File: src/rtl/enigma_rotor_stack_if.sv
// Letter stream between keyboard decoder, rotor stack and display/Morse consumers.
// The master side drives plaintext in and accepts cipher out; the slave is the rotor stack.
interface enigma_rotor_stack_if;
  logic       in_valid;
  logic [4:0] in_code;
  logic       in_ready;
  logic       out_valid;
  logic [4:0] out_code;
  logic       out_ready;

  modport master (
    output in_valid, in_code, out_ready,
    input  in_ready, out_valid, out_code
  );

  modport slave (
    input  in_valid, in_code, out_ready,
    output in_ready, out_valid, out_code
  );
endinterface

File: src/rtl/enigma_rotor_stack.sv
// Sequential Enigma-style rotor stack: one rotor per cycle forward, reflector, then back.
// Define DOUBLE_STEP_EN for historical double-stepping of middle rotors; default is pure odometer.
module enigma_rotor_stack #(
  parameter int NUM_ROTORS    = 3,
  parameter int ROTOR_MUL     = 5,
  parameter int ROTOR_MUL_INV = 21,
  parameter int NOTCH         = 25
) (
  input  logic                    clock,
  input  logic                    reset,
  enigma_rotor_stack_if.slave     bus,
  input  logic                    set,
  input  logic [5*NUM_ROTORS-1:0] set_state,
  output logic [5*NUM_ROTORS-1:0] state,
  output logic                    err
);

  typedef enum logic [2:0] {IDLE, STEP, FWD, REFL, BWD, DONE} fsm_t;

  localparam logic [2:0] LAST = 3'(NUM_ROTORS - 1);

  fsm_t       fsm;
  logic [2:0] idx;
  logic [4:0] code_q;
  logic [4:0] pos     [NUM_ROTORS];
  logic [4:0] stepped [NUM_ROTORS];
  logic [4:0] cur_pos, offset, fwd_x, fwd_w, fwd_code, bwd_t, bwd_w, bwd_code, refl_code;

  function automatic logic [4:0] mod26(input logic [11:0] v);
    return 5'(v % 12'd26);
  endfunction

  function automatic logic [4:0] add_mod(input logic [4:0] a, input logic [4:0] b);
    return mod26(12'(a) + 12'(b));
  endfunction

  function automatic logic [4:0] sub_mod(input logic [4:0] a, input logic [4:0] b);
    return mod26(12'(a) + 12'd26 - 12'(b));
  endfunction

  for (genvar g = 0; g < NUM_ROTORS; g++) begin : g_state
    assign state[5*g +: 5] = pos[g];
  end

  always_comb begin
    cur_pos = '0;
    for (int i = 0; i < NUM_ROTORS; i++) begin
      if (idx == 3'(i)) cur_pos = pos[i];
    end
  end

  // Shared datapath for the rotor selected by idx; offset 3i+1 never reaches 26 for i<8.
  always_comb begin
    offset    = mod26(12'd3 * 12'(idx) + 12'd1);
    fwd_x     = add_mod(code_q, cur_pos);
    fwd_w     = mod26(12'(ROTOR_MUL) * 12'(fwd_x) + 12'(offset));
    fwd_code  = sub_mod(fwd_w, cur_pos);
    bwd_t     = sub_mod(fwd_x, offset);
    bwd_w     = mod26(12'(ROTOR_MUL_INV) * 12'(bwd_t));
    bwd_code  = sub_mod(bwd_w, cur_pos);
    refl_code = add_mod(code_q, 5'd13);
  end

  // Carry ripples from the fast rotor using pre-step positions only.
  always_comb begin : step_logic
    logic carry;
    logic inc;
    carry = 1'b1;
    inc   = 1'b0;
    for (int i = 0; i < NUM_ROTORS; i++) begin
      inc = carry;
`ifdef DOUBLE_STEP_EN
      if (i >= 1 && i <= NUM_ROTORS - 2 && pos[i] == 5'(NOTCH)) inc = 1'b1;
`endif
      stepped[i] = !inc ? pos[i] : ((pos[i] == 5'd25) ? 5'd0 : pos[i] + 5'd1);
      carry      = inc && (pos[i] == 5'(NOTCH));
    end
  end

  always_ff @(posedge clock or posedge reset) begin
    if (reset) begin
      fsm           <= IDLE;
      idx           <= '0;
      code_q        <= '0;
      bus.in_ready  <= 1'b1;
      bus.out_valid <= 1'b0;
      bus.out_code  <= '0;
      err           <= 1'b0;
      for (int i = 0; i < NUM_ROTORS; i++) pos[i] <= '0;
    end else begin
      err <= 1'b0;
      case (fsm)
        IDLE: begin
          if (set) begin
            for (int i = 0; i < NUM_ROTORS; i++) begin
              pos[i] <= (set_state[5*i +: 5] < 5'd26) ? set_state[5*i +: 5] : 5'd0;
            end
          end else if (bus.in_valid) begin
            if (bus.in_code < 5'd26) begin
              code_q       <= bus.in_code;
              bus.in_ready <= 1'b0;
              fsm          <= STEP;
            end else begin
              err <= 1'b1;
            end
          end
        end
        STEP: begin
          for (int i = 0; i < NUM_ROTORS; i++) pos[i] <= stepped[i];
          idx <= '0;
          fsm <= FWD;
        end
        FWD: begin
          code_q <= fwd_code;
          if (idx == LAST) fsm <= REFL;
          else             idx <= idx + 3'd1;
        end
        REFL: begin
          code_q <= refl_code;
          idx    <= LAST;
          fsm    <= BWD;
        end
        BWD: begin
          code_q <= bwd_code;
          if (idx == 3'd0) begin
            bus.out_valid <= 1'b1;
            bus.out_code  <= bwd_code;
            fsm           <= DONE;
          end else begin
            idx <= idx - 3'd1;
          end
        end
        DONE: begin
          if (bus.out_ready) begin
            bus.out_valid <= 1'b0;
            bus.in_ready  <= 1'b1;
            fsm           <= IDLE;
          end
        end
        default: fsm <= IDLE;
      endcase
    end
  end

endmodule

File: src/flat_wrapper.sv
// flat-port wrapper written by rule: the top's interface ports become plain ports
module enigma_rotor_stack_flat 
#(
  parameter int NUM_ROTORS    = 3,
  parameter int ROTOR_MUL     = 5,
  parameter int ROTOR_MUL_INV = 21,
  parameter int NOTCH         = 25
)
  (clock, reset, set, set_state, state, err, bus_in_valid, bus_in_code, bus_out_ready, bus_in_ready, bus_out_valid, bus_out_code);
  enigma_rotor_stack_if bus_i ();
  input  logic clock;
  input  logic reset;
  input  logic set;
  input  logic [5*NUM_ROTORS-1:0] set_state;
  output logic [5*NUM_ROTORS-1:0] state;
  output logic err;
  input wire logic [$bits(bus_i.in_valid)-1:0] bus_in_valid;
  input wire logic [$bits(bus_i.in_code)-1:0] bus_in_code;
  input wire logic [$bits(bus_i.out_ready)-1:0] bus_out_ready;
  output wire logic [$bits(bus_i.in_ready)-1:0] bus_in_ready;
  output wire logic [$bits(bus_i.out_valid)-1:0] bus_out_valid;
  output wire logic [$bits(bus_i.out_code)-1:0] bus_out_code;
  assign bus_i.in_valid = bus_in_valid;
  assign bus_i.in_code = bus_in_code;
  assign bus_i.out_ready = bus_out_ready;
  assign bus_in_ready = bus_i.in_ready;
  assign bus_out_valid = bus_i.out_valid;
  assign bus_out_code = bus_i.out_code;
  enigma_rotor_stack #(.NUM_ROTORS(NUM_ROTORS), .ROTOR_MUL(ROTOR_MUL), .ROTOR_MUL_INV(ROTOR_MUL_INV), .NOTCH(NOTCH)) u_core (.clock(clock), .reset(reset), .bus(bus_i), .set(set), .set_state(set_state), .state(state), .err(err));
endmodule
File: config.mk
export PLATFORM = sky130hd
export DESIGN_NAME = enigma_rotor_stack_flat
export DESIGN_NICKNAME = d
export VERILOG_FILES = /design/src/rtl/enigma_rotor_stack_if.sv /design/src/rtl/enigma_rotor_stack.sv /design/src/flat_wrapper.sv
export SDC_FILE = /design/constraint.sdc
export NUM_CORES = 1
export LEC_CHECK = 0
export CAP_MARGIN = 10
export CELL_PAD_IN_SITES_DETAIL_PLACEMENT = 0
export CELL_PAD_IN_SITES_GLOBAL_PLACEMENT = 1
export CORE_ASPECT_RATIO = 1.75
export CORE_MARGIN = 1.5
export CORE_UTILIZATION = 50
export DETAILED_ROUTE_END_ITERATION = 6
export MAX_ROUTING_LAYER = met4
export PLACE_DENSITY_LB_ADDON = 0.1
export SLEW_MARGIN = 20
export SYNTH_ARGS = -nofsm -noshare
export SYNTH_HDL_FRONTEND = slang
export SYNTH_SLANG_ARGS = --single-unit
export TNS_END_PERCENT = 20
File: constraint.sdc
create_clock -name clock -period 34.5 [get_ports clock]
set_clock_uncertainty 0.15 [all_clocks]
set_input_delay 10.35 -clock clock [delete_from_list [all_inputs] [get_ports clock]]
set_output_delay 10.35 -clock clock [all_outputs]
set_load 0.1 [all_outputs]
==> results.toml <==
[setup_path]
crit_buf_inv = 4
worst-endpoint-required_ns = 34.52
cp_slowest_cell = "xor2_1"
timing.critical_path.fanout_max = 13
critPathLaunchType = "register"
critPathMostFrequentCell = "ha_1"
timing_worst_setup_path_type = "reg -> reg"
delay_of_the_slowest_cell_on_the_worst_path_ns = 0.74
cp-startpoint = "u_core.idx[0]"
rr_startpoint = "u_core.idx[0]"
cp_data_arrival_time_ns = 18.09
worstSetupEndpointType = "register"
cp_top_family = "compound AO/OA/AOI/OAI gates"

[timing]
grt_setup_unrepaired = "no"
final_min_period_over_clock_period_pct = 52.39
clock.fmax_mhz = 55.33
timing.final.setup_violations = 0
maxSlewHeadroom_pct = 30.39
worst_slew_pin_tran_ns = 1.041
hold_viol_final = 0
final.setup.tns_ns = 0
report.final.slew_viol_count = 0
finalCriticalPeriod_ns = 18.07

[clock_tree]
cts_resized = 0
cts_tree = "built"
tritoncts.num_buffers = 5
root_buffer = "clkbuf_16"
cts-hold-fix-buffers = 0
clock_pin_slew_on_the_worst_setup_and_hold_paths_ns = 0.06
clock_tree.buffer_depth = 2
postCtsSetupBuffers = 0
cts-htree-levels = 2
clkLatencyLatePin_ns = 0.29
clock-sinks = 34

[yosys]
synthFlopType = "dfrtp_1"
count_of_mapped_cells_out_of_synthesis = 1032
yosysUniqueCellTypes = 96
netlist_area_um2 = 7597
yosys_register_bits = 34
async_reset_ff_share_pct = 100.0
synth_seq_area_share_pct = 11.22
synth_area_leaders = "ha_1 (12%), dfrtp_1 (11%), a21oi_1 (5.5%)"
synth.net_count = 1140
yosysWarnings = 0
number_of_enable_type_register_cells_in_the_synthesized_netlist = 0
post-synth-top-area-cell = "ha_1"
mean_area_per_synthesized_cell_um2 = 7.362
post-synth-top-area-fraction_pct = 12.02

[detailed_routing]
drt_iter0_markers = 450
detail_route.wl_per_cell_um = 17.94
drt_drc_violations_left = 0
final_antenna_net_count = 0
drt-vias-per-instance = 6.301
via_count = 7807
wirelength_um = 22230
1st_pass_router_iterations = 5

[die]
die_w_um = 96.18
design.core.area_um2 = 14840
placement_rows = 59
initial_standard_cell_utilization_of_the_core_pct = 51.20
floorplan.die_area_um2 = 15970
die_y_um = 166.1
io-pin-count = 48

[global_routing]
via_count_of_the_first_global_routing_pass = 7516
global_route_total_overflow = 0
antenna_found_initial = 0
largest_net_degree_at_the_start_of_global_routing = 35
grt_use_total_pct = 29.06
grt_pass1_wl_um = 36310

[place]
routabilityCongestion = 0.9030
post-dp-hpwl_um = 18090
placement.io_buffers = 47

[worst_hold_path]
hold_path_startpoint = "u_core.bus.out_code[1]"
min_path_type = "reg -> reg"

[flow_run]
max_cap_viol_count = 0

[outcome]
outcome = "finished, final reports clean"

[final_layout]
syn_to_final_growth_pct = 9.717
drive_above_1_share_pct = 6.155
nets = 1163
diodes = 0
## path summary, 6_finish.rpt
check	cells after the start	slack (ns)	to
worst max-delay path	68	16.43	u_core.code_q[3]
worst min-delay path	2	0.33	u_core.bus.out_code[1]
worst max register to register	68	16.43	u_core.code_q[3]
worst min register to register	2	0.33	u_core.bus.out_code[1]
max in group asynchronous	3	23.51	u_core.code_q[3]
min in group asynchronous	3	10.33	u_core.bus.out_code[1]
## worst min-delay path: cells and delay by family (launching register included)
family             cells  cell delay [ns]
AOI/OAI and AO/OA      1             0.06
DFF                    1             0.34
and+or+nand+nor        1             0.05
## cell type report
type / count / area, µm²
Tap cell: 183 / 229.0
Fill cell: 1478 / 6502
Multi-Input combinational cell: 894 / 6347
Timing Repair Buffer: 51 / 500.5
Inverter: 69 / 259.0
Clock buffer: 7 / 142.6
Sequential cell: 34 / 852.1
Clock inverter: 1 / 5.005
## cell usage after synthesis, drive strengths merged (5+ instances only)
| cell | n |
|---|---|
| a2111oi | 6 |
| clkbuf | 28 |
| or2 | 9 |
| nand3 | 25 |
| o31a | 6 |
| a22oi | 8 |
| o211ai | 18 |
| inv | 69 |
| ha | 73 |
| nor2 | 84 |
| a211oi | 18 |
| nor2b | 14 |
| nor4 | 10 |
| nand4 | 5 |
| o21a | 17 |
| fa | 10 |
| and3 | 11 |
| nand2 | 92 |
| a21o | 15 |
| buf | 7 |
| o22ai | 12 |
| dfrtp | 33 |
| a22o | 5 |
| and2 | 8 |
| o22a | 7 |
| xor2 | 19 |
| mux2i | 15 |
| nor3b | 11 |
| o21ai | 75 |
| mux2 | 14 |
| xnor2 | 40 |
| a31oi | 18 |
| or3 | 8 |
| nand2b | 21 |
| a211o | 9 |
| a21oi | 88 |
| nor3 | 35 |
## logic make-up after synthesis
kind of cell / count (synthesis) / share of synthesized area, %
buf+inv: 104 / 5.237
xor+xnor: 59 / 6.999
flops: 34 / 11.22
simple gates: 356 / 23.78
compound gates: 365 / 33.60
mux: 29 / 4.249
fa+ha+maj: 85 / 14.92
## registers in the layout (all words and copies together), names as in the netlist
| register | cells |
|---|---|
| u_core.state | 15 |
| u_core.bus.out_code | 5 |
| u_core.code_q | 5 |
| u_core.fsm | 3 |
| u_core.idx | 3 |
| u_core.bus.in_ready | 1 |
| u_core.bus.out_valid | 1 |
| u_core.err | 1 |
## placed cells by master, fill, tap and decap left out, types with 7 or more instances in the layout
cell              n
nor2_1           84
xor2_1           17
a21oi_1          84
o21a_1           17
ha_1             73
and2_1            8
xnor2_1          40
a21o_1           15
o22a_1            7
a22oi_1           8
and3_1           10
mux2i_1          15
o211ai_1         16
nor3_1           35
nand2_1          91
o21ai_1           7
o21ai_0          68
inv_1            68
fa_1             10
nand3_1          25
o22ai_1          12
a211oi_1         17
mux2_2           10
dfrtp_1          33
a31oi_1          18
a211o_1           9
nor4_1            9
nor2b_1          14
nor3b_1          11
or3_1             8
nand2b_1         21
clkdlybuf4s50_1  47
## through the flow
stage                     cells  utilization (%)  hold WS [ns]  instance area [µm²]  worst slack, ns
after floorplan            1032                -        0.4308                 7597            18.62
after detailed placement   1231            55.18        0.3255                 8188            16.68
final                      1239            56.18        0.3348                 8335            16.43
after CTS                  1239            56.18        0.3383                 8335            16.62
after global placement     1231            55.18        0.3228                 8188            17.07
after global routing       1239            56.18        0.3810                 8335            14.58
## layer usage
metal,vias to the layer above,wire [µm],track usage [%]
li1,3888,-,-
met3,44,484,2.106
met2,153,12380,55.11
met1,3722,8681,30.22
met5,-,0,-
met4,0,684,9.655
Power is left out: the tool's default activity adds up to more than one toggle a clock period on the data nets, which glitch-free logic cannot reach.
